### src/rtl/alarm_pkg.sv
// Shared state encodings and helpers for the multi-zone alarm controller.
package alarm_pkg;

   localparam int STATE_W = 3;

   typedef enum logic [STATE_W-1:0] {
      ST_IDLE   = 3'd0,
      ST_ARMING = 3'd1,
      ST_ARMED  = 3'd2,
      ST_ENTRY  = 3'd3,
      ST_ALERT  = 3'd4
   } state_t;

   // Bits needed for a counter that runs 0..n-1, never narrower than one bit.
   function automatic int cnt_bits(input int n);
      return (n <= 2) ? 1 : $clog2(n);
   endfunction

   function automatic int max3(input int a, input int b, input int c);
      int m;
      m = (a > b) ? a : b;
      return (m > c) ? m : c;
   endfunction

endpackage

### src/rtl/alarm_debounce.sv
// Two-flop synchroniser plus level debouncer for one raw active-low input;
// press pulses in the cycle whose closing edge commits a debounced 1->0 change.
module alarm_debounce
   import alarm_pkg::*;
#(
   parameter int DEB_CYCLES = 4
) (
   input  logic clk,
   input  logic reset,
   input  logic raw,
   output logic level,
   output logic press
);

   localparam int CW = cnt_bits(DEB_CYCLES);

   logic          sync_q1;
   logic          sync_q2;
   logic [CW-1:0] run_cnt;
   logic          settle;

   // Current synced sample is the last of DEB_CYCLES consecutive ones that disagree with level.
   assign settle = (sync_q2 != level) && (run_cnt == CW'(DEB_CYCLES - 1));
   assign press  = settle && level;

   // NOTE: the synchroniser resets to the released level so no false press follows reset.
   always_ff @(posedge clk) begin
      if (reset) begin
         sync_q1 <= 1'b1;
         sync_q2 <= 1'b1;
         level   <= 1'b1;
         run_cnt <= '0;
      end else begin
         sync_q1 <= raw;
         sync_q2 <= sync_q1;
         if (sync_q2 == level) begin
            run_cnt <= '0;
         end else if (settle) begin
            level   <= sync_q2;
            run_cnt <= '0;
         end else begin
            run_cnt <= run_cnt + CW'(1);
         end
      end
   end

endmodule

### src/rtl/alarm_zone_ctrl.sv
// Multi-zone alarm controller: debounced zones and buttons, exit/entry delays, tripped latch.
// Define ALARM_AUTO_REARM_EN to make ALERT time out after ALERT_TMO cycles and re-arm.
module alarm_zone_ctrl
   import alarm_pkg::*;
#(
   parameter int                 N_ZONES      = 4,
   parameter int                 DEB_CYCLES   = 4,
   parameter int                 EXIT_DLY     = 31,
   parameter int                 ENTRY_DLY    = 15,
   parameter logic [N_ZONES-1:0] INSTANT_MASK = N_ZONES'(1),
   parameter int                 CNT_W        = 8,
   parameter int                 ALERT_TMO    = 63
) (
   input  logic               clk,
   input  logic               reset,
   input  logic [N_ZONES-1:0] zone_n,
   input  logic [N_ZONES-1:0] zone_en,
   input  logic               arm_n,
   input  logic               disarm_n,
   output logic               alarm,
   output logic [STATE_W-1:0] state,
   output logic [CNT_W-1:0]   timer,
   output logic [N_ZONES-1:0] tripped
);

   if (max3(EXIT_DLY, ENTRY_DLY, ALERT_TMO) >= (1 << CNT_W)) begin : g_cnt_w_check
      $error("alarm_zone_ctrl: CNT_W too narrow for the configured delays");
   end

`ifdef ALARM_AUTO_REARM_EN
   localparam logic [CNT_W-1:0] ALERT_LOAD = CNT_W'(ALERT_TMO);
`else
   localparam logic [CNT_W-1:0] ALERT_LOAD = '0;
`endif

   logic [N_ZONES-1:0] zone_lvl;
   logic [N_ZONES-1:0] zone_fall;
   logic               arm_lvl;
   logic               arm_press;
   logic               disarm_lvl;
   logic               disarm_press;

   for (genvar i = 0; i < N_ZONES; i++) begin : g_zone
      alarm_debounce #(.DEB_CYCLES(DEB_CYCLES)) u_deb (
         .clk   (clk),
         .reset (reset),
         .raw   (zone_n[i]),
         .level (zone_lvl[i]),
         .press (zone_fall[i])
      );
   end

   alarm_debounce #(.DEB_CYCLES(DEB_CYCLES)) u_arm_deb (
      .clk   (clk),
      .reset (reset),
      .raw   (arm_n),
      .level (arm_lvl),
      .press (arm_press)
   );

   alarm_debounce #(.DEB_CYCLES(DEB_CYCLES)) u_disarm_deb (
      .clk   (clk),
      .reset (reset),
      .raw   (disarm_n),
      .level (disarm_lvl),
      .press (disarm_press)
   );

   logic unused_ok;
   assign unused_ok = &{1'b0, zone_fall, arm_lvl, disarm_lvl};

   logic [N_ZONES-1:0] trip;
   logic               instant_trip;
   logic               any_trip;

   assign trip         = ~zone_lvl & zone_en;
   assign instant_trip = |(trip & INSTANT_MASK);
   assign any_trip     = |trip;

   state_t st;
   assign state = st;

   always_ff @(posedge clk) begin
      if (reset) begin
         st      <= ST_IDLE;
         timer   <= '0;
         tripped <= '0;
         alarm   <= 1'b0;
      end else if (disarm_press && st != ST_IDLE) begin
         st      <= ST_IDLE;
         timer   <= '0;
         tripped <= '0;
         alarm   <= 1'b0;
      end else begin
         if (st inside {ST_ARMED, ST_ENTRY, ST_ALERT}) begin
            tripped <= tripped | trip;
         end
         case (st)
            ST_IDLE: begin
               // A simultaneous disarm press suppresses arming here too.
               if (arm_press && !disarm_press) begin
                  st    <= ST_ARMING;
                  timer <= CNT_W'(EXIT_DLY);
               end
            end
            ST_ARMING: begin
               if (timer == CNT_W'(1)) begin
                  st    <= ST_ARMED;
                  timer <= '0;
               end else if (timer != '0) begin
                  timer <= timer - CNT_W'(1);
               end
            end
            ST_ARMED: begin
               if (instant_trip) begin
                  st    <= ST_ALERT;
                  timer <= ALERT_LOAD;
                  alarm <= 1'b1;
               end else if (any_trip) begin
                  st    <= ST_ENTRY;
                  timer <= CNT_W'(ENTRY_DLY);
               end
            end
            ST_ENTRY: begin
               if (instant_trip || timer == CNT_W'(1)) begin
                  st    <= ST_ALERT;
                  timer <= ALERT_LOAD;
                  alarm <= 1'b1;
               end else if (timer != '0) begin
                  timer <= timer - CNT_W'(1);
               end
            end
            ST_ALERT: begin
`ifdef ALARM_AUTO_REARM_EN
               if (timer == CNT_W'(1)) begin
                  st    <= ST_ARMED;
                  timer <= '0;
                  alarm <= 1'b0;
               end else if (timer != '0) begin
                  timer <= timer - CNT_W'(1);
               end
`else
               alarm <= 1'b1;
`endif
            end
            default: begin
               st    <= ST_IDLE;
               timer <= '0;
               alarm <= 1'b0;
            end
         endcase
      end
   end

endmodule

### config.mk
export PLATFORM = sky130hd
export DESIGN_NAME = alarm_zone_ctrl
export DESIGN_NICKNAME = d
export VERILOG_FILES = /design/src/rtl/alarm_pkg.sv /design/src/rtl/alarm_debounce.sv /design/src/rtl/alarm_zone_ctrl.sv
export SDC_FILE = /design/constraint.sdc
export NUM_CORES = 1
export LEC_CHECK = 0
export ABC_AREA = 1
export CAP_MARGIN = 20
export CORE_MARGIN = 8
export CORE_UTILIZATION = 54
export DETAILED_ROUTE_END_ITERATION = 16
export PLACE_DENSITY = 0.87
export SYNTH_ARGS = -nofsm -noshare
export SYNTH_HDL_FRONTEND = slang
export SYNTH_HIERARCHICAL = 1
export SYNTH_SLANG_ARGS = --single-unit
### constraint.sdc
create_clock -name clk -period 1.75 [get_ports clk]
set_input_delay 0.35 -clock clk [delete_from_list [all_inputs] [get_ports clk]]
set_output_delay 0.35 -clock clk [all_outputs]
set_load 0.05 [all_outputs]
==> summary.txt <==
Power and ir drop
  – VDD IR-drop max: 0.904 mV
  – PwrDens: 807 nW/um^2
  – Leakage Power: 1.25 nW
  – Tot Pwr: 2.14 mW

Worst setup path
  – Worst setup EP type: register
  – Crit-path max cell delay: 0.35 ns
  – Startpoint type of the worst setup path: register
  – Crit-path slowest cell: dfxtp_1
  – CP most frequent cell: nand2_1
  – CP required: 1.97 ns
  – Crit-path cells: ha_2 -> nand2_1 -> nor2_1 -> inv_1 -> o31ai_2 -> nand2_2 -> nor2_2 -> nand2_1 -> a21oi_1
  – Critical path's top delay family: simple AND/OR/NAND/NOR gates
  – Crit path max fanout: 6
  – WP buf/inv: 1
  – Crit path kind: reg2reg
  – Worst EP arrival: 1.85 ns

Floorplanning
  – Starting Density: 0.551
  – Ports: 28
  – Die area: 6270 um^2
  – Core footprint: 3910 um^2
  – Die height: 79.2 um
  – Die X: just under 80 um
  – Rows: 23

Clocking
  – CTS Buf Count: 5
  – Clk slew on worst S/H paths: 0.08 ns
  – Root Buffer: clkbuf_8
  – Insertion delay to the later sink of the worst-skew pair: 0.30 ns
  – Htree depth: 2
  – Largest buffer count on any clock path: 2
  – Clock Sinks: 46
  – CTS tree: done

STA
  – Achievable Freq: 0.613 GHz
  – Hold Vio Cnt, Final: 0
  – Worst slew pin tran: 0.538 ns
  – Fin Clk Skew: 0.00315 ns
  – Fin. max-slew vios: 0
  – Final Cycle Share: 0.933
  – Final Setup Violations: 0
  – Sum Neg Setup Slack: 0 ns
  – RSZ-0062 raised after global routing: false
  – Slew headroom: 0.641
  – Final Worst Setup Slack: about 0.12 ns
  – Minimum clock period: 1.63 ns

Placed design
  – Place WS: -0.0377 ns
  – RD Place Congestion: about 0.86
  – Final HPWL DP: 3200 um
  – IO Port Bufs: 27

Routing
  – Final wirelength: 4550 um
  – # DRC: 0
  – DRT iter0 DRCs: between 100 and 150
  – Vias: 1,854
  – DRT Pass-1 Iters: 4
  – Final ANT Viol Nets: 0
  – Vias per inst: ~5
  – Routed len/inst: 12.1 um

Yosys
  – Cells after Synth: 288
  – Ys Warns: 6
  – Avg Cell Area, Syn: ~7.5 um^2
  – Synthesized area: 2160 um^2
  – Syn_nets: 309

Cells and area
  – Layout net count: 345
  – Synth-to-layout area growth: 22.9%
  – Layout cell share with drive strength beyond 1: 0.225
  – Fillcell total: 335
  – Antenna diodes: 0

GRT
  – Largest net degree at the start of global routing: 31
  – GRT Total Usage: 0.147
  – Vias in the first global route: 1,727
  – Total grt overflow: 0
  – First-pass GRT wire length: 7400 um
  – Initial antenna violation count: 0

Job
  – Max_cap viols: 0

Run status
  – Status: finished, final reports clean

Worst hold path
  – Min-Delay Path Class: reg2reg
state kept, by name (all words and copies together), names as in the netlist:
name and flops:
u_arm_deb/sync_q2 1, alarm 1, state 3, u_disarm_deb/sync_q1 1
g_zone.u_deb/sync_q2 4, u_disarm_deb/sync_q2 1, timer 8, g_zone.u_deb/sync_q1 4
g_zone.u_deb/level 4, tripped 4, u_disarm_deb/run_cnt 2, u_arm_deb/run_cnt 2
g_zone.u_deb/run_cnt 8, u_arm_deb/level 1, u_arm_deb/sync_q1 1, u_disarm_deb/level 1
power breakdown:
group	switching [mW]	internal [mW]
registers	0.00777	1.06
logic	0.0562	0.0470
clock network	0.353	0.609
worst reg2reg max path, delay by kind of cell (launching register included):
family,cells,cell delay (ns)
AND/OR/NAND/NOR,5,0.58
flip-flops,1,0.35
AO/OA/AOI/OAI,2,0.34
adder cells (fa/ha/maj),1,0.22
buffers and inverters,1,0.05
through the flow:
step                hold slack (ns)  cell area [um^2]  cells  utilization
floorplan                     0.383              2160    288            -
global placement              0.385              2490    366        0.635
detailed placement            0.390              2490    366        0.635
CTS                           0.411              2640    375        0.674
global route                  0.437              2650    375        0.677
finish                        0.410              2650    375        0.677
cell type report:
cell class	instances	area (um^2)	area share
multi-input cells	201	1080	0.407
clock inverters	2	60.1	0.0227
well taps	50	62.6	0.0236
clock buffers	6	82.6	0.0312
inverters	39	146	0.0553
repair buffers	31	298	0.112
flip-flops and latches	46	921	0.348
layout by cell type (no fill, tap or decap):
cell type and count:
nand2_1 60, dfxtp_1 46, nor2_1 43, inv_1 31, buf_4 17, or2_1 13
nor2_2 11, clkdlybuf4s50_1 11, a21oi_1 10, nand2_2 9, nand3_1 9, inv_2 8
ha_1 8, nand3_2 7, nor3_1 7, clkbuf_8 6, o21ai_1 5, a21oi_2 5
nor2_4 3, o21ai_0 3, a31oi_1 3, buf_12 3, nand4_1 2, bufinv_16 2
o31ai_2 1, xnor2_1 1, ha_2 1
what timing repair did:
item | CTS | global route
endpoints found under the hold margin | 0 | 0
setup buffers | 1 | 0
resized for setup | 0 | 4
pin swaps | 1 | 1
hold buffers | 0 | 0
endpoints found under the setup margin | 3 | 6
worst paths after layout:
check / end / slack (ns) / from / cells after the start
worst min-delay path: g_zone[2].u_deb/sync_q2 / 0.41 / g_zone[2].u_deb/sync_q1 / 1
worst max register to register: timer[7] / 0.12 / u_arm_deb/run_cnt[0] / 9
worst min register to register: g_zone[2].u_deb/sync_q2 / 0.41 / g_zone[2].u_deb/sync_q1 / 1
worst max-delay path: timer[7] / 0.12 / u_arm_deb/run_cnt[0] / 9
per-layer routing:
| layer | global-route usage | wire, um | vias up |
|---|---|---|---|
| li1 | - | - | 967 |
| met1 | 0.161 | 1960 | 828 |
| met2 | 0.263 | 2250 | 52 |
| met3 | 0.0327 | 261 | 7 |
| met4 | 0.0685 | 72 | 0 |
| met5 | 0 | 0 | - |
(Power assumes the default switching activity.)
